$ cat src/rtl/wash_state_controller.sv
// Washing-machine top-level sequencer: conditions the panel inputs and owns every
// machine state transition (power-up, setup, run, pause, door error, finish, idle shutdown).
module wash_state_controller #(
    parameter int unsigned IDLE_SEC = 10
) (
    input  logic       clk,
    input  logic       rst_n,
    input  logic       tick,
    input  logic       btn_power,
    input  logic       btn_start,
    input  logic       door_open,
    input  logic       had_finish,
    input  logic [2:0] init_time,
    input  logic [2:0] finish_time,
    output logic [2:0] state,
    output logic       state_change,
    output logic       buzzer
);

    localparam int unsigned IDLE_W = 8;

    localparam logic [2:0] SHUTDOWN_ST = 3'd0;
    localparam logic [2:0] BEGIN_ST    = 3'd1;
    localparam logic [2:0] SET_ST      = 3'd2;
    localparam logic [2:0] RUN_ST      = 3'd3;
    localparam logic [2:0] ERROR_ST    = 3'd4;
    localparam logic [2:0] PAUSE_ST    = 3'd5;
    localparam logic [2:0] FINISH_ST   = 3'd6;

    localparam logic [IDLE_W-1:0] IDLE_LAST = IDLE_W'(IDLE_SEC - 1);

    logic pwr_meta, pwr_sync, pwr_prev, pwr_p;
    logic start_meta, start_sync, start_prev, start_p;
    logic door_meta, door_s;

    logic [2:0]        state_nxt;
    logic [IDLE_W-1:0] idle_cnt;
    logic [IDLE_W-1:0] idle_cnt_nxt;
    logic              idle_timeout;

    // Two-flop synchronizers plus registered rising-edge pulses for the buttons.
    always_ff @(posedge clk or negedge rst_n) begin
        if (!rst_n) begin
            pwr_meta   <= 1'b0;
            pwr_sync   <= 1'b0;
            pwr_prev   <= 1'b0;
            pwr_p      <= 1'b0;
            start_meta <= 1'b0;
            start_sync <= 1'b0;
            start_prev <= 1'b0;
            start_p    <= 1'b0;
            door_meta  <= 1'b0;
            door_s     <= 1'b0;
        end else begin
            pwr_meta   <= btn_power;
            pwr_sync   <= pwr_meta;
            pwr_prev   <= pwr_sync;
            pwr_p      <= pwr_sync & ~pwr_prev;
            start_meta <= btn_start;
            start_sync <= start_meta;
            start_prev <= start_sync;
            start_p    <= start_sync & ~start_prev;
            door_meta  <= door_open;
            door_s     <= door_meta;
        end
    end

    // Next-state selection in priority order: power, door-in-run, then per-state rules.
    always_comb begin
        state_nxt    = state;
        idle_cnt_nxt = idle_cnt;
        idle_timeout = (state == SET_ST) && tick && (idle_cnt == IDLE_LAST);

        if (pwr_p) begin
            state_nxt = (state == SHUTDOWN_ST) ? BEGIN_ST : SHUTDOWN_ST;
        end else if ((state == RUN_ST) && door_s) begin
            state_nxt = ERROR_ST;
        end else begin
            case (state)
                SHUTDOWN_ST: state_nxt = SHUTDOWN_ST;
                BEGIN_ST: begin
                    if (init_time == 3'd0) state_nxt = SET_ST;
                end
                SET_ST: begin
                    if (start_p)           state_nxt = door_s ? ERROR_ST : RUN_ST;
                    else if (idle_timeout) state_nxt = SHUTDOWN_ST;
                end
                RUN_ST: begin
                    if (had_finish)   state_nxt = FINISH_ST;
                    else if (start_p) state_nxt = PAUSE_ST;
                end
                PAUSE_ST: begin
                    if (start_p) state_nxt = door_s ? ERROR_ST : RUN_ST;
                end
                ERROR_ST: begin
                    if (!door_s) state_nxt = PAUSE_ST;
                end
                FINISH_ST: begin
                    if (finish_time == 3'd0) state_nxt = SHUTDOWN_ST;
                end
                default: state_nxt = SHUTDOWN_ST;
            endcase
        end

        // Idle count only accumulates while staying in setST without any press.
        if ((state_nxt != SET_ST) || (state != SET_ST) || start_p || pwr_p) begin
            idle_cnt_nxt = '0;
        end else if (tick) begin
            idle_cnt_nxt = idle_cnt + IDLE_W'(1);
        end
    end

    // State register with registered change pulse and next-state buzzer decode.
    always_ff @(posedge clk or negedge rst_n) begin
        if (!rst_n) begin
            state        <= SHUTDOWN_ST;
            state_change <= 1'b0;
            buzzer       <= 1'b0;
            idle_cnt     <= '0;
        end else begin
            state        <= state_nxt;
            state_change <= (state_nxt != state);
            buzzer       <= (state_nxt == ERROR_ST) || (state_nxt == FINISH_ST);
            idle_cnt     <= idle_cnt_nxt;
        end
    end

endmodule

$ cat config.mk
export PLATFORM = sky130hd
export DESIGN_NAME = wash_state_controller
export DESIGN_NICKNAME = d
export VERILOG_FILES = /design/src/rtl/wash_state_controller.sv
export SDC_FILE = /design/constraint.sdc
export NUM_CORES = 1
export LEC_CHECK = 0
export ABC_AREA = 1
export CAP_MARGIN = 20
export CORE_ASPECT_RATIO = 1.4
export CORE_MARGIN = 2
export CORE_UTILIZATION = 53
export DETAILED_ROUTE_END_ITERATION = 7
export HOLD_SLACK_MARGIN = 0.02
export PLACE_DENSITY = 0.74
export SYNTH_ARGS = -nofsm -noshare
export SYNTH_HDL_FRONTEND = slang
export SYNTH_SLANG_ARGS = --single-unit
$ cat constraint.sdc
create_clock -name clk -period 1.5 [get_ports clk]
set_input_delay 0.15 -clock clk [delete_from_list [all_inputs] [get_ports clk]]
set_output_delay 0.15 -clock clk [all_outputs]
set_load 0.03 [all_outputs]
==> results of run 1 <==
## flip-flops by register name, summed over array words and instances, names as in the netlist
register and count:
state_change 1, state 3, door_s 1, start_sync 1
idle_cnt 8, pwr_meta 1, pwr_p 1, start_prev 1
door_meta 1, start_p 1, pwr_sync 1, buzzer 1
pwr_prev 1, start_meta 1
## what timing repair did
| item | 4_1_cts | 5_1_grt |
|---|---|---|
| gates resized for setup | 3 | 13 |
| endpoints found under the setup margin | 6 | 11 |
| buffers inserted | 2 | 2 |
| pin swaps | 0 | 1 |
## path summary, 6_finish.rpt
| check | start | end | depth (start not counted) |
|---|---|---|---|
| min reg2reg | door_meta$_DFF_PN0_ | door_s$_DFF_PN0_ | 0 |
| max in group asynchronous | rst_n | state[1]$_DFF_PN0_ | 2 |
| min | rst_n | pwr_meta$_DFF_PN0_ | 2 |
| min in group clk | door_open | door_meta$_DFF_PN0_ | 1 |
| max | state[0]$_DFF_PN0_ | state_change$_DFF_PN0_ | 11 |
| max reg2reg | state[0]$_DFF_PN0_ | state_change$_DFF_PN0_ | 11 |
## cell families (layout without fill, tap and decap cells)
group | Yosys count | count (layout) | share of synthesized area
AND/OR/NAND/NOR | 93 | 93 | 0.380
buffers and inverters | 24 | 54 | 0.0770
adder cells (fa/ha/maj) | 2 | 2 | 0.0203
AO/OA/AOI/OAI | 6 | 6 | 0.0284
flip-flops | 23 | 23 | 0.466
XOR/XNOR | 4 | 4 | 0.0284
## cells in the final DEF (no fill, tap or decap), types with 2 or more instances in the layout
cell / count
nor2_1: 14
a21oi_1: 2
dfrtp_1: 20
nor3_2: 3
inv_1: 19
dlygate4sd2_1: 3
buf_4: 7
inv_4: 3
clkdlybuf4s50_1: 12
nand2_1: 40
nand2_2: 5
nand4_1: 3
nand3_1: 10
nor2_4: 2
buf_6: 2
dlymetal6s2s_1: 2
dfrtp_2: 3
xor2_1: 3
clkbuf_4: 3
nor2_2: 10
ha_1: 2
## metal layers
metal  part of all wire  vias to the layer above  global-route usage  wire [microns]
met4              0.025                        0               0.130              61
li1                   -                      528                   -               -
met5                  0                        -                   0               0
met1               0.40                      475               0.224             978
met3              0.038                        6              0.0235              92
met2               0.53                       22               0.350            1280
## where the power goes
group	switching, W	internal, W
combinational	0.0000855	0.0000691
clock	0.000190	0.000102
sequential	0.0000199	0.000643
## final cells by class
type                    instances  area (sq um)
fillers                       187           634
multi-input cells             105           582
flip-flops and latches         23           579
repair buffers                 26           246
inverters                      24           103
well taps                      22          27.5
clock buffers                   3          22.5
clock inverters                 1          7.51
## through the flow
| step | area (sq um) | hold slack [ns] | worst slack [ns] | setup TNS, ns | power (W) |
|---|---|---|---|---|---|
| final | 1570 | 0.163 | 0.0269 | 0 | 0.00111 |
| after global routing | 1570 | 0.177 | -0.0634 | -0.299 | 0.00116 |
| after CTS | 1520 | 0.170 | 0.00464 | 0 | 0.00111 |
| after detailed placement | 1470 | 0.335 | -0.107 | -0.319 | 0.000825 |
| after global placement | 1470 | 0.335 | -0.0675 | -0.106 | 0.000821 |
| after floorplan | 1240 | -0.146 | 0.0923 | 0 | 0.000745 |
## critical path, cell delays in order, from the launching register on
cell,delay (ns)
dfrtp_2,0.51
nand2_2,0.11
nor2_4,0.14
nand2_1,0.06
nand2_1,0.06
nor2_1,0.05
nand3_1,0.08
nand2_1,0.10
nand2_1,0.07
nand2_1,0.05
nor2_1,0.08
nand2_1,0.05
==> impl_metrics.toml, run 1 <==
[status]
outcome = "finished clean"

[timing]
hold_viol_final = 0
max_freq_ghz = 0.679
rsz0062_at_grt = "true"
fin_crit_sh = 0.982
period_minus_slack_ns = 1.47
tightest_slew_ns = 0.342
setup-violations-final = 0
final.setup_skew_ns = 0.00337
drv_slew = 0
maxSlewHeadroom = 0.771

[cts]
cts_tree = "done"
clock-sinks = 23
clockBufferDepth = 2
h-tree-depth = 1
numCtsBuffers = 3
clk_pin_slew_ns = 0.13
hold_buffers = 0
cts-root-buf = "clkbuf_4"
clk_latency_ns = 0.31

[logic_synthesis]
ys_top_cells_by_area = "dfrtp_1, nand2_1, inv_1, nor2_1, nand3_1"
synth_area_sq_mm = 0.00123
synth_common_cells = "nand2_1, dfrtp_1, inv_1"
avgSynthCellArea_sq_um = 8.12
synth.largest_area_cell = "dfrtp_1"
yosys.cell_count.top_type = "nand2_1"
synth_seq_cells = 23
synth_top_area_frac = 0.466
yosysUniqueCellTypes = 25
async_flop_share = 1.00
synth_flop_cell = "dfrtp_1"
synth-edff-count = 0
synthCells = 152
synth_warnings = 0
ys_seq_area_frac = 0.466
syn_nets = 167

[worst_setup_path]
crit_arrival_ns = 1.69
ff2ff_setup_slack_ns = 0.03
cp_max_fo = 8
worstPathRequired_ns = 1.72
startpoint_type = "register"
path_class = "reg2reg"
cp-end-kind = "register"

[detailed_routing]
via_per_inst = 5.05
drt_wl_total_mm = 2.42
drc = 0
vias = 1031
antenna_left = 0
drt_iter0_markers = 17
wl_per_cell_microns = 11.8
first_pass_iters = 5

[hold_path]
hold_path_class = "in2async"

[global_routing]
grt_overflow = 0
grt_pass1_wl_mm = 3.98
antenna_found_initial = 0
grt_pass1_vias = 1021
grt_max_degree = 24
grt_use_total = 0.199

[cells_and_area]
drive_above_1_share = 0.258
finalNonFillerCells = 204
final_util = 0.712
diodes = 0
area.growth.synth_to_final_pct = 27.0
layout.nets = 198

[floorplanning]
fp.dieH_microns = 61.1
rows = 20
start_util = 0.561
ios = 18
coreArea_sq_mm = 0.00220
dieArea_sq_mm = 0.00274
die_width_microns = 44.8

[placed_design]
dpl.hpwl_mm = 1.77
portBuffers = 17
dp.cells = 196
place_congestion = 0.918

[pwr]
power_density_mw_per_mm2 = 707
peakVddDrop_v = 0.000768
leakagePower_nw = 0.830

[flow_run]
max-cap-violations = 0
(Power assumes the default switching activity.)
==> run 2: changes to the inputs <==
- CORE_UTILIZATION: 53 -> 45
- CTS_CLUSTER_DIAMETER: not set -> 40
- PLACE_DENSITY: 0.74 -> 0.64
==> run 2 against run 1 <==
- worst hold slack improved by 0.0082 ns
- first-iteration DRC count rose by 41%
- critical path depth shrank 2
- sequential power about the same
- register-to-register slack worse by 0.02 ns
- critical path type unchanged
- via count about the same
- utilization fell by 9.4 points
- non-clock buffer count increased by 1
- flip-flop and latch count unchanged
- largest power group unchanged
- clock power about the same
- cell area is 3.1% higher
==> impl_metrics.toml, run 2 (synthesis results as in run 1) <==
[cts]
h-tree-depth = 1
cts_tree = "done"
clk_pin_slew_ns = 0.13
clock-sinks = 23
clk_latency_ns = 0.31
cts-root-buf = "clkbuf_4"
hold_buffers = 0
numCtsBuffers = 3
clockBufferDepth = 2

[placed_design]
place_congestion = 0.894
dpl.hpwl_mm = 1.68
portBuffers = 17
place_ws_ns = -0.101
post_dp_cell_area_sq_mm = 0.00149
dp.cells = 210

[timing]
setup-violations-final = 0
drv_slew = 0
fin_tns_setup_ns = 0
final.setup_skew_ns = 0.00275
hold_viol_final = 0
fin_crit_sh = 0.992
maxSlewHeadroom = 0.771
rsz0062_at_grt = "true"
tightest_slew_ns = 0.342
max_freq_ghz = 0.672
setup_ws_ns = 0.0118
period_minus_slack_ns = 1.49

[detailed_routing]
first_pass_iters = 4
antenna_left = 0
drc = 0
drt_wl_total_mm = 2.46
wl_per_cell_microns = 11.2
via_per_inst = 4.71
vias = 1032
drt_iter0_markers = 24

[cells_and_area]
design_area_sq_mm = 0.00162
area.growth.synth_to_final_pct = 30.9
final_common_cell = "nand2_1"
top_regs = "idle_cnt x8, state x3"
finalNonFillerCells = 219
diodes = 0
layout.nets = 199
largest-register = "idle_cnt"
drive_above_1_share = 0.295
final_cell_mix = "nand2_1, dfrtp_1, inv_1"
largest_reg_flops = 8

[worst_setup_path]
worstPathRequired_ns = 1.74
ff2ff_setup_slack_ns = 0.01
cp_max_fo = 8
startpoint_type = "register"
crit_arrival_ns = 1.73
reg2regPathDepth = 9
path_class = "reg2reg"
reg2reg_from = "state[1]$_DFF_PN0_"
rr_endpoint = "idle_cnt[0]$_DFFE_PN0P_"
cp-end-kind = "register"

[floorplanning]
rows = 22
fp.dieH_microns = 66.0
coreArea_sq_mm = 0.00262
start_util = 0.472
ios = 18
dieArea_sq_mm = 0.00319
die_width_microns = 48.3

[global_routing]
antenna_found_initial = 0
grt_overflow = 0
grt_max_degree = 24
grt_pass1_vias = 1019
grt_use_total = 0.174
grt_pass1_wl_mm = 4.04

[pwr]
power_density_mw_per_mm2 = 691
peakVddDrop_v = 0.000704
power_w = 0.00112
leakagePower_nw = 0.843

[hold_path]
hold_path_class = "in2async"

[status]
outcome = "finished clean"

[flow_run]
max-cap-violations = 0
==> run 2: changes by cell type in the layout (fill, tap and decap cells not counted), moves of 2 or more <==
cell	previous run	this run
buf_4	7	10
buf_6	2	0
nand2_1	40	37
nand2_2	5	7
nor2_4	2	4
==> run 2: final cells by class <==
class                   instances  area, sq um
fillers                       237          998
multi-input cells             105          617
flip-flops and latches         23          579
repair buffers                 27          243
inverters                      24          103
well taps                      36         45.0
clock buffers                   3         22.5
clock inverters                 1         7.51
==> run 2: layer usage <==
metal,wire length (microns),track usage,vias up,part of all wire
li1,-,-,529,-
met1,1040,0.211,464,0.42
met2,1250,0.308,33,0.51
met3,107,0.0164,6,0.044
met4,61,0.0507,0,0.025
met5,0,0,-,0
==> run 2: power breakdown <==
group | switching, W | internal [W] | leakage (nW)
clock network | 0.000190 | 0.000102 | 0.0139
registers | 0.0000199 | 0.000643 | 0.294
logic | 0.0000895 | 0.0000742 | 0.536
total | 0.000299 | 0.000819 | 0.843
==> run 2: per-stage QoR <==
step | hold WS [ns] | util
floorplan | -0.146 | -
global placement | 0.336 | 0.570
detailed placement | 0.336 | 0.570
CTS | 0.184 | 0.583
global route | 0.192 | 0.618
finish | 0.172 | 0.618
==> run 2: worst max path at each step <==
stage	cells past startpoint	startpoint	slack, ns	to
2_1_floorplan	12	state[1]$_DFF_PN0_	0.09	state_change$_DFF_PN0_
3_3_place_gp	8	tick	-0.07	idle_cnt[7]$_DFFE_PN0P_
3_5_place_dp	8	tick	-0.10	idle_cnt[7]$_DFFE_PN0P_
4_1_cts	11	state[1]$_DFF_PN0_	0.003	idle_cnt[0]$_DFFE_PN0P_
5_1_grt	11	state[0]$_DFF_PN0_	-0.09	state_change$_DFF_PN0_
6_report	9	state[1]$_DFF_PN0_	0.01	idle_cnt[0]$_DFFE_PN0P_
==> run 2: critical path: stages (launching register included) <==
cell and delay, ns:
dfrtp_2 0.50, inv_4 0.08, buf_4 0.14, nand3_1 0.08, o21ai_2 0.08, nor2_4 0.17
nand2_4 0.08, inv_6 0.07, nand2_8 0.08, nor3_4 0.14
==> run 2: timing repair <==
action                     CTS  global route
setup buffers                1             4
gates resized for setup      3            22
setup endpoints to repair    4            11
pin swaps                    0             2
==> run 3: changes to the inputs <==
- DONT_BUFFER_PORTS: not set -> 1
- PLACE_DENSITY: 0.64 -> 0.56
==> run 3 against run 2 <==
- utilization decreased by 3.9 points
- clock skew increased by 0.0041 ns
- first-iteration DRC count down 17%
- non-clock buffer count shrank 13
- fmax about the same
- global-route usage grew 0.23 points
- sequential share of layout area rose by 2.5 points
- flip-flop and latch count unchanged
- wire length fell by 2.0%
- cell area down 6.3%
- setup slack gained 0.0014 ns
- largest power group unchanged
==> impl_metrics.toml, run 3 (synthesis results as in run 1) <==
[status]
outcome = "finished clean"

[detailed_routing]
antenna_left = 0
vias = 999
wl_per_cell_microns = 11.7
first_pass_iters = 4
via_per_inst = 4.85
drt_wl_total_mm = 2.41
drt_iter0_markers = 20
drc = 0

[cells_and_area]
multi_input_area_sq_um = 631
regArea_sq_um = 581
largest-register = "idle_cnt"
finalNonFillerCells = 206
design_area_sq_mm = 0.00151
final_cell_mix = "nand2_1, inv_1, dfrtp_1"
fillCellCount = 251
final_common_cell = "nand2_1"
diodes = 0
final_util = 0.579
layout.nets = 186
drive_above_1_share = 0.300
largest_reg_flops = 8
top_regs = "idle_cnt x8, state x3"
area.growth.synth_to_final_pct = 22.6

[worst_setup_path]
cp_top_family = "simple AND/OR/NAND/NOR gates"
cp-end-kind = "register"
ff2ff_setup_slack_ns = 0.01
reg2regPathDepth = 10
rr_endpoint = "idle_cnt[0]$_DFFE_PN0P_"
reg2reg_from = "state[0]$_DFF_PN0_"
max_stage_delay_ns = 0.51
crit_arrival_ns = 1.72
slowest_stage = "dfrtp_2"
startpoint_type = "register"
worstPathRequired_ns = 1.73
cp_max_fo = 8
path_cells = "nand2_2, nor2_4, nand2_1, nand2_1, nor2_1, nand2_2, nand2_4, inv_6, nand2_8, nor3_4"
path_class = "reg2reg"
critPathBufInv = 1

[global_routing]
grt_use_total = 0.176
grt_max_degree = 24
grt_overflow = 0
antenna_found_initial = 0
grt_pass1_vias = 981
grt_pass1_wl_mm = 4.07

[floorplanning]
dieArea_sq_mm = 0.00319
die_width_microns = 48.3
fp.dieH_microns = 66.0
ios = 18
coreArea_sq_mm = 0.00262
rows = 22
start_util = 0.472

[placed_design]
portBuffers = 0
dp.cells = 193
place_congestion = 0.775
dpl.hpwl_mm = 1.80
post_dp_cell_area_sq_mm = 0.00132

[timing]
maxSlewHeadroom = 0.663
drv_slew = 0
max_freq_ghz = 0.673
fin_crit_sh = 0.991
tightest_slew_ns = 0.504
rsz0062_at_grt = "true"
setup-violations-final = 0
final.setup_skew_ns = 0.00688
whs_ns = 0.0544
hold_viol_final = 0
period_minus_slack_ns = 1.49

[hold_path]
hold_path_class = "in2reg"
hold_depth = 2
worstHoldStart = "tick"
min_to = "idle_cnt[1]$_DFFE_PN0P_"

[cts]
clk_latency_ns = 0.31
numCtsBuffers = 3
h-tree-depth = 1
clock-sinks = 23
clk_pin_slew_ns = 0.13
cts-root-buf = "clkbuf_4"
cts_tree = "done"
clockBufferDepth = 2

[pwr]
power_w = 0.00108
power_density_mw_per_mm2 = 712
leakagePower_nw = 0.761
peakVddDrop_v = 0.000595

[flow_run]
max-cap-violations = 0
[run 3: final cells by class]
class,instances,area share
multi-input cells,105,0.417
flip-flops and latches,23,0.383
repair buffers,14,0.0826
inverters,24,0.0678
well taps,36,0.0298
clock buffers,3,0.0149
clock inverters,1,0.00496
[run 3: how the worst max path moves through the flow]
stage                             from                       to  slack, ns  depth (start not counted)
finish              state[0]$_DFF_PN0_  idle_cnt[0]$_DFFE_PN0P_       0.01                         10
global route        state[1]$_DFF_PN0_  idle_cnt[0]$_DFFE_PN0P_      -0.10                         11
CTS                 state[0]$_DFF_PN0_  idle_cnt[5]$_DFFE_PN0P_      0.003                         11
detailed placement  state[0]$_DFF_PN0_  idle_cnt[0]$_DFFE_PN0P_       0.04                         11
global placement    state[0]$_DFF_PN0_   state_change$_DFF_PN0_       0.03                         11
floorplan           state[1]$_DFF_PN0_   state_change$_DFF_PN0_       0.09                         12
[run 3: metal layers]
layer / vias up / track usage / part of all wire
met2: 16 / 0.322 / 0.57
met1: 478 / 0.200 / 0.40
met5: - / 0 / 0
met3: 2 / 0.0164 / 0.022
met4: 0 / 0.0574 / 0.0087
li1: 503 / - / -
[run 3: where the power goes]
part	internal [W]	switching [W]
clock	0.000102	0.000184
combinational	0.0000450	0.0000719
sequential	0.000643	0.0000324
total	0.000789	0.000288
[run 3: through the flow]
stage / worst slack [ns] / setup TNS, ns
after global routing: -0.103 / -0.609
after CTS: 0.00313 / 0
final: 0.0132 / 0
after detailed placement: 0.0363 / 0
after global placement: 0.0323 / 0
after floorplan: 0.0923 / 0
[run 3: what timing repair did]
item | CTS | global route
endpoints found under the hold margin | 27 | 0
setup endpoints to repair | 0 | 9
resized for setup | 0 | 20
setup buffers | 0 | 3
hold buffers | 5 | 0
